--- src/rtl/dht11_reader.sv ---
`default_nettype none
// ============================================================================
//  Module      : dht11_reader
//  Description : DHT11 single-wire driver: start pulse, response, 40-bit frame,
//                checksum check, humidity/temperature bytes with strobes.
//  Revision    : 1.0  initial release
// ============================================================================
module dht11_reader #(
    parameter int CLK_FREQ_HZ   = 50_000_000,
    parameter int START_LOW_US  = 20000,
    parameter int BIT_THRESH_US = 50,
    parameter int TIMEOUT_US    = 200
) (
    input  logic       clk,
    input  logic       rst_n,
    input  logic       sample_en,
    input  logic       dht_in,
    output logic       dht_oe,
    output logic       busy,
    output logic       data_rdy,
    output logic [7:0] temperature,
    output logic [7:0] humidity,
    output logic       err
);

    localparam int C_TICK_DIV = (CLK_FREQ_HZ / 1_000_000 > 0) ? (CLK_FREQ_HZ / 1_000_000) : 1;
    localparam int C_DIV_W    = (C_TICK_DIV > 1) ? $clog2(C_TICK_DIV) : 1;

    localparam logic [C_DIV_W-1:0] C_TICK_LAST  = C_DIV_W'(C_TICK_DIV - 1);
    localparam logic [C_DIV_W-1:0] C_TICK_ONE   = C_DIV_W'(1);
    localparam logic [14:0]        C_US_MAX     = 15'h7FFF;
    localparam logic [14:0]        C_START_LAST = 15'(START_LOW_US - 1);
    localparam logic [14:0]        C_THRESH     = 15'(BIT_THRESH_US);
    localparam logic [14:0]        C_TIMEOUT    = 15'(TIMEOUT_US);
    localparam logic [5:0]         C_LAST_BIT   = 6'd39;

    typedef enum logic [3:0] {
        S_IDLE      = 4'd0,
        S_START_LOW = 4'd1,
        S_START_REL = 4'd2,
        S_RESP_LOW  = 4'd3,
        S_RESP_HIGH = 4'd4,
        S_BIT_LOW   = 4'd5,
        S_BIT_HIGH  = 4'd6,
        S_CHECK     = 4'd7
    } state_t;

    state_t             state_q, state_d;
    logic [1:0]         sync_q;
    logic               line_q;
    logic [C_DIV_W-1:0] tick_q;
    logic [14:0]        us_cnt_q, us_cnt_d;
    logic [5:0]         bit_cnt_q, bit_cnt_d;
    logic [39:0]        shift_q, shift_d;
    logic [7:0]         hum_q, hum_d;
    logic [7:0]         temp_q, temp_d;
    logic               rdy_q, rdy_d;
    logic               err_q, err_d;
    logic               oe_q, oe_d;

    logic               w_line;
    logic               w_fall;
    logic               w_rise;
    logic               w_us_tick;
    logic               w_timeout;
    logic               w_bit_val;
    logic [7:0]         w_sum;

    // Line synchronizer; idles high (external pull-up) so reset does not fake an edge.
    always_ff @(posedge clk or negedge rst_n) begin
        if (!rst_n) begin
            sync_q <= 2'b11;
            line_q <= 1'b1;
        end else begin
            sync_q <= {sync_q[0], dht_in};
            line_q <= sync_q[1];
        end
    end

    assign w_line = sync_q[1];
    assign w_fall = line_q & ~w_line;
    assign w_rise = ~line_q & w_line;

    always_ff @(posedge clk or negedge rst_n) begin
        if (!rst_n) begin
            tick_q <= '0;
        end else if (w_us_tick) begin
            tick_q <= '0;
        end else begin
            tick_q <= tick_q + C_TICK_ONE;
        end
    end

    assign w_us_tick = (tick_q == C_TICK_LAST);

    always_comb begin
        us_cnt_d = us_cnt_q;
        if (state_d != state_q) begin
            us_cnt_d = '0;
        end else if (w_us_tick && (us_cnt_q != C_US_MAX)) begin
            us_cnt_d = us_cnt_q + 15'd1;
        end
    end

    assign w_timeout = (us_cnt_q >= C_TIMEOUT);
    // us_cnt restarts one cycle after the rising edge, so it reads one tick short of the high time.
    assign w_bit_val = (us_cnt_q >= C_THRESH);
    assign w_sum     = shift_q[39:32] + shift_q[31:24] + shift_q[23:16] + shift_q[15:8];

    always_comb begin
        state_d   = state_q;
        bit_cnt_d = bit_cnt_q;
        shift_d   = shift_q;
        hum_d     = hum_q;
        temp_d    = temp_q;
        rdy_d     = 1'b0;
        err_d     = 1'b0;
        unique case (state_q)
            S_IDLE: begin
                if (sample_en) begin
                    state_d = S_START_LOW;
                end
            end
            S_START_LOW: begin
                if (w_us_tick && (us_cnt_q >= C_START_LAST)) begin
                    state_d = S_START_REL;
                end
            end
            S_START_REL: begin
                if (w_timeout) begin
                    err_d   = 1'b1;
                    state_d = S_IDLE;
                end else if (w_fall) begin
                    state_d = S_RESP_LOW;
                end
            end
            S_RESP_LOW: begin
                if (w_timeout) begin
                    err_d   = 1'b1;
                    state_d = S_IDLE;
                end else if (w_rise) begin
                    state_d = S_RESP_HIGH;
                end
            end
            S_RESP_HIGH: begin
                if (w_timeout) begin
                    err_d   = 1'b1;
                    state_d = S_IDLE;
                end else if (w_fall) begin
                    bit_cnt_d = '0;
                    state_d   = S_BIT_LOW;
                end
            end
            S_BIT_LOW: begin
                if (w_timeout) begin
                    err_d   = 1'b1;
                    state_d = S_IDLE;
                end else if (w_rise) begin
                    state_d = S_BIT_HIGH;
                end
            end
            S_BIT_HIGH: begin
                if (w_timeout) begin
                    err_d   = 1'b1;
                    state_d = S_IDLE;
                end else if (w_fall) begin
                    shift_d = {shift_q[38:0], w_bit_val};
                    if (bit_cnt_q == C_LAST_BIT) begin
                        state_d = S_CHECK;
                    end else begin
                        bit_cnt_d = bit_cnt_q + 6'd1;
                        state_d   = S_BIT_LOW;
                    end
                end
            end
            S_CHECK: begin
                if (w_sum == shift_q[7:0]) begin
                    hum_d  = shift_q[39:32];
                    temp_d = shift_q[23:16];
                    rdy_d  = 1'b1;
                end else begin
                    err_d = 1'b1;
                end
                state_d = S_IDLE;
            end
            default: begin
                state_d = S_IDLE;
            end
        endcase
    end

    // Pad enable is registered so the open-drain driver never sees state-decode glitches.
    assign oe_d = (state_d == S_START_LOW);

    always_ff @(posedge clk or negedge rst_n) begin
        if (!rst_n) begin
            state_q   <= S_IDLE;
            us_cnt_q  <= '0;
            bit_cnt_q <= '0;
            shift_q   <= '0;
            hum_q     <= '0;
            temp_q    <= '0;
            rdy_q     <= 1'b0;
            err_q     <= 1'b0;
            oe_q      <= 1'b0;
        end else begin
            state_q   <= state_d;
            us_cnt_q  <= us_cnt_d;
            bit_cnt_q <= bit_cnt_d;
            shift_q   <= shift_d;
            hum_q     <= hum_d;
            temp_q    <= temp_d;
            rdy_q     <= rdy_d;
            err_q     <= err_d;
            oe_q      <= oe_d;
        end
    end

    assign dht_oe      = oe_q;
    assign busy        = (state_q != S_IDLE);
    assign data_rdy    = rdy_q;
    assign err         = err_q;
    assign humidity    = hum_q;
    assign temperature = temp_q;

endmodule
`default_nettype wire
--- config.mk ---
export PLATFORM = sky130hd
export DESIGN_NAME = dht11_reader
export DESIGN_NICKNAME = d
export VERILOG_FILES = /design/src/rtl/dht11_reader.sv
export SDC_FILE = /design/constraint.sdc
export NUM_CORES = 1
export LEC_CHECK = 0
export CAP_MARGIN = 10
export CORE_MARGIN = 5
export CORE_UTILIZATION = 43
export DETAILED_ROUTE_END_ITERATION = 10
export PLACE_DENSITY = 0.64
export SETUP_SLACK_MARGIN = 0.15
export SYNTH_ARGS = -nofsm -noshare
export SYNTH_HDL_FRONTEND = slang
export SYNTH_SLANG_ARGS = --single-unit
export TNS_END_PERCENT = 5
--- constraint.sdc ---
create_clock -name clk -period 3.89 [get_ports clk]
set_input_delay 0.389 -clock clk [delete_from_list [all_inputs] [get_ports clk]]
set_output_delay 0.389 -clock clk [all_outputs]
set_load 0.01 [all_outputs]
# Word level (Yosys, flattened, before mapping)
# Index checks and enable logic that the tools add are counted.
[totals]
in_bits = 4
word_cells = 82
register_bits = 93
output_inout_bits = 20
[op_classes]
n_reduce_logical = 10
n_mux = 28
add_sub_neg = 6
bitwise = 5
eq_ne = 18
magnitude_cmp = 3
[ops]
columns = ["cell", "count"]
rows = [
  ["2-to-1 mux 4 bit", 12],
  ["2-to-1 mux 6 bit", 6],
  ["2-to-1 mux 15 bit", 2],
  ["case mux 4 bit (7 select lines)", 1],
  ["adder 8 bit", 3],
  ["equality test 4 x 3 -> 1 bit, second input constant", 4],
  ["adder 15 x 1 -> 15 bit, second input constant", 1],
  ["greater-or-equal comparator 15 bit, second input constant", 1],
  ["greater-or-equal comparator 15 x 6 -> 1 bit, second input constant", 1],
  ["greater-or-equal comparator 15 x 8 -> 1 bit, second input constant", 1],
  ["!= test 15 bit, second input constant", 1],
  ["adder 6 x 1 -> 6 bit, second input constant", 2],
  ["equality test 6 bit, second input constant", 2],
  ["case mux 6 bit (2 select lines)", 1],
  ["!= test 2 bit, second input constant", 5],
  ["equality test 4 x 1 -> 1 bit, second input constant", 2],
  ["equality test 4 x 2 -> 1 bit, second input constant", 2],
  ["equality test 8 bit", 1],
  ["AND reduction 6 bit", 1],
  ["OR reduction 5 bit", 1],
  ["zero test 4 bit", 1],
  ["2-to-1 mux 1 bit", 4],
  ["!= test 4 bit", 1],
  ["nonzero test 2 bit", 2],
  ["8 further kinds", 12],
]

# Depth between registers and ports, before layout
# Gate-level depths: netlist of run 1.
[depth]
word_depth = 7
ltp_mapped = 13
depth_no_buf = 12

# Worst setup path after synthesis of run 1
# No wires, ideal clock.
[synth_timing]
path_type = "reg2reg"
startpoint = "reg shift_q[9]"
endpoint = "reg hum_q[7] (netlist: humidity[7])"
t_required_ns = 3.765
path_buffers = 1
period_less_slack_ns = 3.836
t_arrival_ns = 3.711
stages_incl_launch_ff = 14
setup_slack_ns = 0.054
setup_ns = 0.125
path_cell_list = "dfrtp_1 fa_1 inv_1 fa_1 inv_1 ha_1 fa_1 a21o_1 a21oi_1 o21ai_0 xnor2_1 nor4_4 buf_6 mux2_2"
[synth_between]
elab_chain_cells = 3
[synth_rtl]
columns = ["element", "line", "text"]
rows = [
  ["from (decl)", "54", "logic [39:0] shift_q, shift_d;"],
  ["from (signal assigned)", "210", "shift_q <= shift_d;"],
  ["adder 8 bit", "108", "assign w_sum = shift_q[39:32] + shift_q[31:24] + shift_q[23:16] + shift_q[15:8];"],
  ["equality test 8 bit", "177", "if (w_sum == shift_q[7:0]) begin"],
  ["AND reduction 2 bit (no line)", "n/a", ""],
  ["to (signal assigned)", "211", "hum_q <= hum_d;"],
  ["to (decl)", "55", "logic [7:0] hum_q, hum_d;"],
]
# Every way passes these cells.
# A chain may end at the register's enable or synchronous reset.

# Worst setup path after layout of run 1
[layout_timing]
startpoint = "reg shift_q[25]"
endpoint = "reg temp_q[1] (netlist: temperature[1])"
[layout_between]
elab_chain_cells = 5
[layout_rtl]
columns = ["element", "line", "text"]
rows = [
  ["adder 8 bit (3 in a row)", "108", ""],
  ["equality test 8 bit", "177", ""],
  ["AND reduction 2 bit (no line)", "n/a", ""],
  ["to (signal assigned)", "212", "temp_q <= temp_d;"],
  ["to (decl)", "56", "logic [7:0] temp_q, temp_d;"],
]
# Every way passes these cells.

==> metrics.md, run 1 <==
| Metric | Value |
|---|---|
| GRT Overall Usage | 14.4% |
| Final antenna-violating net count | 0 |
| YS warnings | 0 |
| DRC | 0 |
| Worst r2r dst | temperature[1] |
| Final Hold Viols | 0 |
| CTS Buffer Depth | 2 |
| RSZ-0062 raised after global routing | true |
| Crit path arrival time | ~4 ns |
| Clock Skews | roughly 0.010 ns |
| Max Slew Vio Count | 0 |
| First-pass GRT wire length | approximately 15000 um |
| FF-to-FF Start | shift_q[25] |
| CP Launch Point | shift_q[25] |
| RD Place Congestion | 0.804 |
| CP top delay family | adder cells |
| Combinational share of power | approximately 2.4% |
| FP Rows | 38 |
| Core ar. | ~11000 um^2 |
| Internal power | around 1.3 mW |
| Final setup viols | 0 |
| Share of cells above drive strength 1 | 23.0% |
| Seq/Total Area, Yosys | about half |
| # IOs | 24 |
| Post-layout nets | 459 |
| Post-synthesis mux area share | 11.8% |
| 1st-iter DRT viols | approximately 160 |
| Per-cell routed wire length | 15.7 um |
| Switching power | around 390 uW |
| Worst vdd ir | approximately 250 uV |
| Clock tree sinks | between 90 and 100 |
| Multi-input logic area | between 2000 and 2500 um^2 |
| # fillers | around 990 |
| Remaining Overflow, GRT | 0 |
| Port-buffer cells | 23 |
| Ys flop type | dfrtp_1 |
| Most frequent CP cell | fa_1 |
| Pre-antenna DRT Iters | 4 |
| Mapped cell area | roughly 4800 um^2 |
| Die height | approximately 120 um |
| Largest family of logic cells by synthesized area | simple AND/OR/NAND/NOR gates |
| Clock power share | 39.0% |
| Largest net degree at the start of global routing | 66 |
| Unique masters post-synth | just under 60 |
| End point of the critical path | temperature[1] |
| Post-DP Area | around 5100 um^2 |
| Post-CTS Hold Fix Bufs | 0 |
| Post-layout instance area | ~5500 um^2 |
| Worst reg-to-reg setup slack | around 0.13 ns |
| Avg Cell Area, Syn | roughly 12 um^2 |
| Post-Route WL | 9020 um |
| Final Cycle Share | 96.7% |
| Critical Path Slowest Stage Cell | fa_1 |
| Crit-path max cell delay | ~0.54 ns |
| Outcome | complete, no violations |
| Post-synth EDFFs | 0 |
| Synthesis-to-finish area growth | 14.5% |
| Via/cell ratio | about 5.2 |
| CP Data Required Time | around 4.1 ns |
| Root Driver | clkbuf_8 |
| DP HPWL | 6160 um |
| Htree depth | 3 |
| Simple-gate area share of the yosys netlist | roughly an eighth |
| Fmax achieved | around 0.27 GHz |
| Worst min path class | in2async |
| Syn Nets | ~430 |
| XOR/XNOR share of the synthesized area | 6.07% |
| CP Class | reg2reg |
| CTS tree | yes |
| Crit end category | register |
| Gate Count Post-Synth | ~400 |
| Cell Chain, Critical Path | fa_1 -> inv_1 -> fa_1 -> inv_2 -> ha_4 -> fa_2 -> a21o_1 -> a21oi_2 -> o21ai_2 -> xnor2_2 -> nor4_4 -> buf_4 -> clkbuf_16 -> mux2_4 |
| Dpl cells | 552 |
| Register-to-Register Path Depth | 14 |
| Die width | about 120 um |
| Worst slew pin tran | 0.841 ns |
| Complex-gate fraction of the synthesized area | 7.91% |
| Clock Pin Slew Worst Setup and Hold Paths | 0.09 ns |
| Stages on worst setup path | 14 |
| CP Max Fanout | 8 |
| ANT cells | 0 |
| Max Cap Viol | 0 |
| Startpoint Class | register |
| Buf+Inv Stages, Crit Path | 4 |
| Reg area | ~2300 um^2 |
| Slew HR | between 40% and 50% |
| PD cells | 305 nW/um^2 |
| Sw Ratio | between 20% and 30% |
| Adder-cell area share of the yosys netlist | 9.04% |
| Seq pwr share | around three fifths |
| Post-synth ARST share | between 90% and 100% |
| Layout Cells excl Fill | ~570 |
| Via count | 3012 |
| Worst-Skew Late Latency | around 0.37 ns |
| Die area | roughly 13000 um^2 |
| Vias in the first global route | 3106 |
| Util after Layout | about half |
| Number of synthesized register bits | between 90 and 100 |
| Worst hold slack | approximately 0.099 ns |
| Starting density of the core | 43.9% |
| CTS Buf Count | 9 |
| Initial antenna violation count | 0 |
| Leak pwr | 2.44 nW |
| Final min period | about 3.8 ns |
[what timing repair did]
item / 4_1_cts / 5_1_grt
gates cloned: 0 / 1
pin swaps: 1 / 9
hold endpoints to repair: 0 / 0
resized for setup: 0 / 12
setup endpoints to repair: 16 / 16
buffers inserted: 1 / 4
[Yosys cell counts (2+ instances only)]
library cell  instances  area [um^2]
o21a_1                2         15.0
nand2b_1              4         25.0
buf_2                 3         15.0
nand4_1               5         31.3
o21bai_1              3         22.5
and4_1                4         35.0
or3_1                 3         18.8
dfstp_2               3         78.8
a21oi_1              11         55.1
nor4_1                3         18.8
dfrtp_1              90         2250
nand3_1              13         65.1
o211ai_1              2         15.0
a221oi_1              2         17.5
inv_1                18         67.6
a311o_1               2         20.0
a41oi_1               2         17.5
xor2_1               12          105
fa_1                 14          280
o21ai_0              16         80.1
nand2_1              19         71.3
o311ai_0              2         17.5
clkbuf_1              2         7.51
mux2_1                2         22.5
nor3_1                9         45.0
buf_6                 2         22.5
ha_1                 12          150
mux2_2               48          541
xnor2_1              21          184
nor2_1               33          124
nor3b_1               2         15.0
o31ai_1               2         15.0
nor2b_1               3         18.8
buf_4                 5         37.5
[metal layers]
metal	global-route usage [%]	wire [um]	vias up
li1	-	-	1466
met1	18.5	4240	1497
met2	23.9	4400	43
met3	4.53	283	6
met4	3.29	89	0
met5	0	0	-
[cell type report]
| class | instances | area share [%] |
|---|---|---|
| multi-input cells | 275 | 43.2 |
| flip-flops and latches | 93 | 42.7 |
| repair buffers | 32 | 5.96 |
| well taps | 140 | 3.21 |
| clock buffers | 9 | 2.27 |
| clock inverters | 7 | 1.38 |
| inverters | 18 | 1.24 |
[worst register-to-register path, stage by stage (launching register included)]
cell and delay (ns):
dfrtp_1 0.40, fa_1 0.54, inv_1 0.05, fa_1 0.49, inv_2 0.05, ha_4 0.16, fa_2 0.38, a21o_1 0.20
a21oi_2 0.18, o21ai_2 0.10, xnor2_2 0.17, nor4_4 0.27, buf_4 0.18, clkbuf_16 0.18, mux2_4 0.30
[registers in the layout, indices dropped and copies added, names as in the netlist]
| signal | cells |
|---|---|
| bit_cnt_q | 6 |
| data_rdy | 1 |
| dht_oe | 1 |
| err | 1 |
| humidity | 8 |
| line_q | 1 |
| shift_q | 40 |
| state_q | 4 |
| sync_q | 2 |
| temperature | 8 |
| tick_q | 6 |
| us_cnt_q | 15 |
[power groups by stage]
| stage | Sequential [mW] | Combinational, mW | Clock [mW] |
|---|---|---|---|
| finish | 0.975 | 0.0405 | 0.650 |
| global route | 0.976 | 0.0469 | 0.714 |
| CTS | 0.975 | 0.0427 | 0.677 |
| detailed placement | 0.994 | 0.0427 | 0 |
| global placement | 0.994 | 0.0417 | 0 |
| floorplan | 0.993 | 0.0152 | 0 |
[cell families after synthesis]
| family | after synthesis |
|---|---|
| buffers and inverters | 30 |
| DFF | 93 |
| and+or+nand+nor | 112 |
| muxes | 50 |
| xor gates and xnor gates | 33 |
| other | 1 |
| AOI/OAI and AO/OA | 53 |
| adders and majority gates | 26 |
[metrics by stage]
step	setup TNS (ns)	setup WS, ns	total power, mW
2_1_floorplan	0	0.163	1.01
3_3_place_gp	0	0.190	1.04
3_5_place_dp	0	0.0909	1.04
4_1_cts	0	0.0736	1.70
5_1_grt	-0.0387	-0.00803	1.74
6_report	0	0.128	1.67
[layout by cell type (no fill, tap or decap), types with 13 or more instances in the layout]
| cell type | n |
|---|---|
| inv_1 | 17 |
| dfrtp_1 | 90 |
| o21ai_0 | 15 |
| mux2_2 | 41 |
| nor2_1 | 33 |
| clkdlybuf4s50_1 | 22 |
| nand3_1 | 13 |
| xnor2_1 | 19 |
| fa_1 | 13 |
| nand2_1 | 19 |
[worst min-delay path by stage]
stage | from | endpoint | cells past startpoint
after floorplan | rst_n | bit_cnt_q[0] | 0
after global placement | sync_q[0] | sync_q[1] | 0
after detailed placement | sync_q[0] | sync_q[1] | 0
after CTS | rst_n | bit_cnt_q[0] | 1
after global routing | rst_n | bit_cnt_q[0] | 1
final | rst_n | bit_cnt_q[0] | 1
Note: power is estimated with default switching activity, not from simulation.
==> run 2: changes to the inputs <==
ABC_CLOCK_PERIOD_IN_PS = 3890   (was default)
==> results of run 2 <==
No change in the layout: final DEF, timing and power equal those of run 1.
==> run 3: changes to the inputs <==
TNS_END_PERCENT = 20   (was 5)
==> run 3 against run 2 <==
Clock skew about the same; worst setup slack got worse by 0.0012 ns; wire length increased by 0.37%; largest cell class unchanged; final area about the same; clock-buffer cell count unchanged; first-iteration DRC count decreased by 3.8%.
==> metrics.md, run 3 (synthesis gave the netlist of run 1 again) <==
| Metric | Value |
|---|---|
| Crit-path max cell delay | 0.54 ns (about the same) |
| CP Max Fanout | 8 (unchanged) |
| Worst vdd ir | 247 uV (about the same) |
| Post-CTS Hold Fix Bufs | 0 (unchanged) |
| Post-Route WL | 9050 um (was 9020 um) |
| Worst-Skew Late Latency | 0.37 ns (about the same) |
| Worst min path class | in2async (unchanged) |
| Htree depth | 3 (unchanged) |
| 1st-iter DRT viols | 151 (was 157) |
| # IOs | 24 (unchanged) |
| Final min period | 3.76 ns (about the same) |
| Worst hold slack | 0.0985 ns (was 0.0994 ns) |
| Slew HR | 44.4% (was 43.9%) |
| Most frequent cells in the layout | dfrtp_1 (90), mux2_2 (40), nor2_1 (33) (was dfrtp_1 (90), mux2_2 (41), nor2_1 (33)) |
| Outcome | complete, no violations (unchanged) |
| Post-layout nets | 459 (unchanged) |
| Pre-antenna DRT Iters | 4 (unchanged) |
| CTS Buffer Depth | 2 (unchanged) |
| Via count | 3003 (was 3012) |
| Die area | 13300 um^2 (unchanged) |
| ANT cells | 0 (unchanged) |
| Combinational share of power | 2.4% (about the same) |
| FP Rows | 38 (unchanged) |
| Final Power | 1.67 mW (about the same) |
| Max Slew Vio Count | 0 (unchanged) |
| Max Cap Viol | 0 (unchanged) |
| Clock Skews | 0.0105 ns (about the same) |
| Cell Chain, Critical Path | fa_1 -> inv_1 -> fa_1 -> inv_2 -> ha_4 -> fa_2 -> a21o_1 -> a21oi_2 -> o21ai_2 -> xnor2_2 -> nor4_4 -> buf_4 -> clkbuf_16 -> mux2_4 (unchanged) |
| Startpoint Class | register (unchanged) |
| Die height | 115 um (unchanged) |
| Switching power | 387 uW (was 386 uW) |
| RD Place Congestion | 0.804 (unchanged) |
| First-pass GRT wire length | 15200 um (unchanged) |
| Leak pwr | 2.45 nW (was 2.44 nW) |
| Via/cell ratio | 5.23 (was 5.25) |
| Initial antenna violation count | 0 (unchanged) |
| Clock Pin Slew Worst Setup and Hold Paths | 0.09 ns (about the same) |
| DRC | 0 (unchanged) |
| Largest registers | shift_q x40, us_cnt_q x15 (unchanged) |
| Util after Layout | 50.3% (about the same) |
| Synthesis-to-finish area growth | 14.6% (was 14.5%) |
| Share of cells above drive strength 1 | 23.0% (unchanged) |
| RSZ-0062 raised after global routing | true (unchanged) |
| Root Driver | clkbuf_8 (unchanged) |
| Clock power share | 39.1% (was 39.0%) |
| Per-cell routed wire length | 15.8 um (was 15.7 um) |
| Vias in the first global route | 3106 (unchanged) |
| CTS Buf Count | 9 (unchanged) |
| Buf+Inv Stages, Crit Path | 4 (unchanged) |
| Remaining Overflow, GRT | 0 (unchanged) |
| Crit path arrival time | 4.02 ns (about the same) |
| PD cells | 305 nW/um^2 (about the same) |
| Clock tree sinks | 93 (unchanged) |
| Worst slew pin tran | 0.834 ns (was 0.841 ns) |
| Internal power | 1.28 mW (about the same) |
| Final antenna-violating net count | 0 (unchanged) |
| GRT Overall Usage | 14.4% (unchanged) |
| CP Class | reg2reg (unchanged) |
| Sw Ratio | 23.2% (about the same) |
| CTS tree | yes (unchanged) |
| # fillers | 991 (unchanged) |
| Core ar. | 10800 um^2 (unchanged) |
| Final setup viols | 0 (unchanged) |
| Most frequent CP cell | fa_1 (unchanged) |
| Final Hold Viols | 0 (unchanged) |
| Final Cycle Share | 96.7% (about the same) |
| CP top delay family | adder cells (unchanged) |
| Register-to-Register Path Depth | 14 (unchanged) |
| Starting density of the core | 43.9% (unchanged) |
| Largest net degree at the start of global routing | 66 (unchanged) |
| Fmax achieved | 0.266 GHz (about the same) |
| Critical Path Slowest Stage Cell | fa_1 (unchanged) |
| DP HPWL | 6160 um (unchanged) |
| CP Data Required Time | 4.15 ns (was 4.14 ns) |
| Die width | 115 um (unchanged) |
| Crit end category | register (unchanged) |
| Stages on worst setup path | 14 (unchanged) |
| Reg area | 2330 um^2 (unchanged) |
| Largest register FFs | 40 (unchanged) |
| Most flops, register | shift_q (unchanged) |
| Commonest non-fill, non-tap cell in the layout | dfrtp_1 (unchanged) |
| Port-buffer cells | 23 (unchanged) |
| Seq pwr share | 58.5% (about the same) |
| Multi-input logic area | 2360 um^2 (about the same) |
run 3: power groups by stage:
stage	combinational (mW)	clock (mW)	sequential, mW
floorplan	0.0152	0	0.993
global placement	0.0417	0	0.994
detailed placement	0.0427	0	0.994
CTS	0.0427	0.677	0.975
global route	0.0469	0.714	0.976
finish	0.0403	0.651	0.975
run 3: layout make-up:
type	instances	area share [%]
Clock inverter	7	1.38
Tap cell	140	3.21
Multi-Input combinational cell	275	43.2
Inverter	18	1.24
Clock buffer	9	2.27
Sequential cell	93	42.7
Timing Repair Buffer	32	5.96
run 3: stage by stage:
step | TNS [ns] | setup slack (ns) | cells | instance area, um^2
after floorplan | 0 | 0.163 | 398 | 4780
after global placement | 0 | 0.190 | 552 | 5140
after detailed placement | 0 | 0.0909 | 552 | 5140
after CTS | 0 | 0.0736 | 569 | 5350
after global routing | -0.0427 | -0.00803 | 574 | 5460
final | 0 | 0.127 | 574 | 5460
run 3: routing by layer:
metal	vias up	track usage (%)	wire length, um
li1	1463	-	-
met1	1500	18.5	4240
met2	34	23.9	4440
met3	6	4.53	277
met4	0	3.29	89
met5	-	0	0
run 3: path summary, 6_finish.rpt:
| kind | to | slack [ns] | from |
|---|---|---|---|
| max | temperature[1] | 0.13 | shift_q[25] |
| min | bit_cnt_q[0] | 0.1 | rst_n |
| max reg2reg | temperature[1] | 0.13 | shift_q[25] |
| min reg2reg | sync_q[1] | 0.36 | sync_q[0] |
| max in group asynchronous | line_q | 2.85 | rst_n |
| min in group clk | sync_q[1] | 0.36 | sync_q[0] |
run 3: repair_timing:
action                     CTS  global route
pin swaps                    1             9
cloned                       0             1
setup buffers                1             4
gates resized for setup      0            13
setup endpoints to repair   16            16
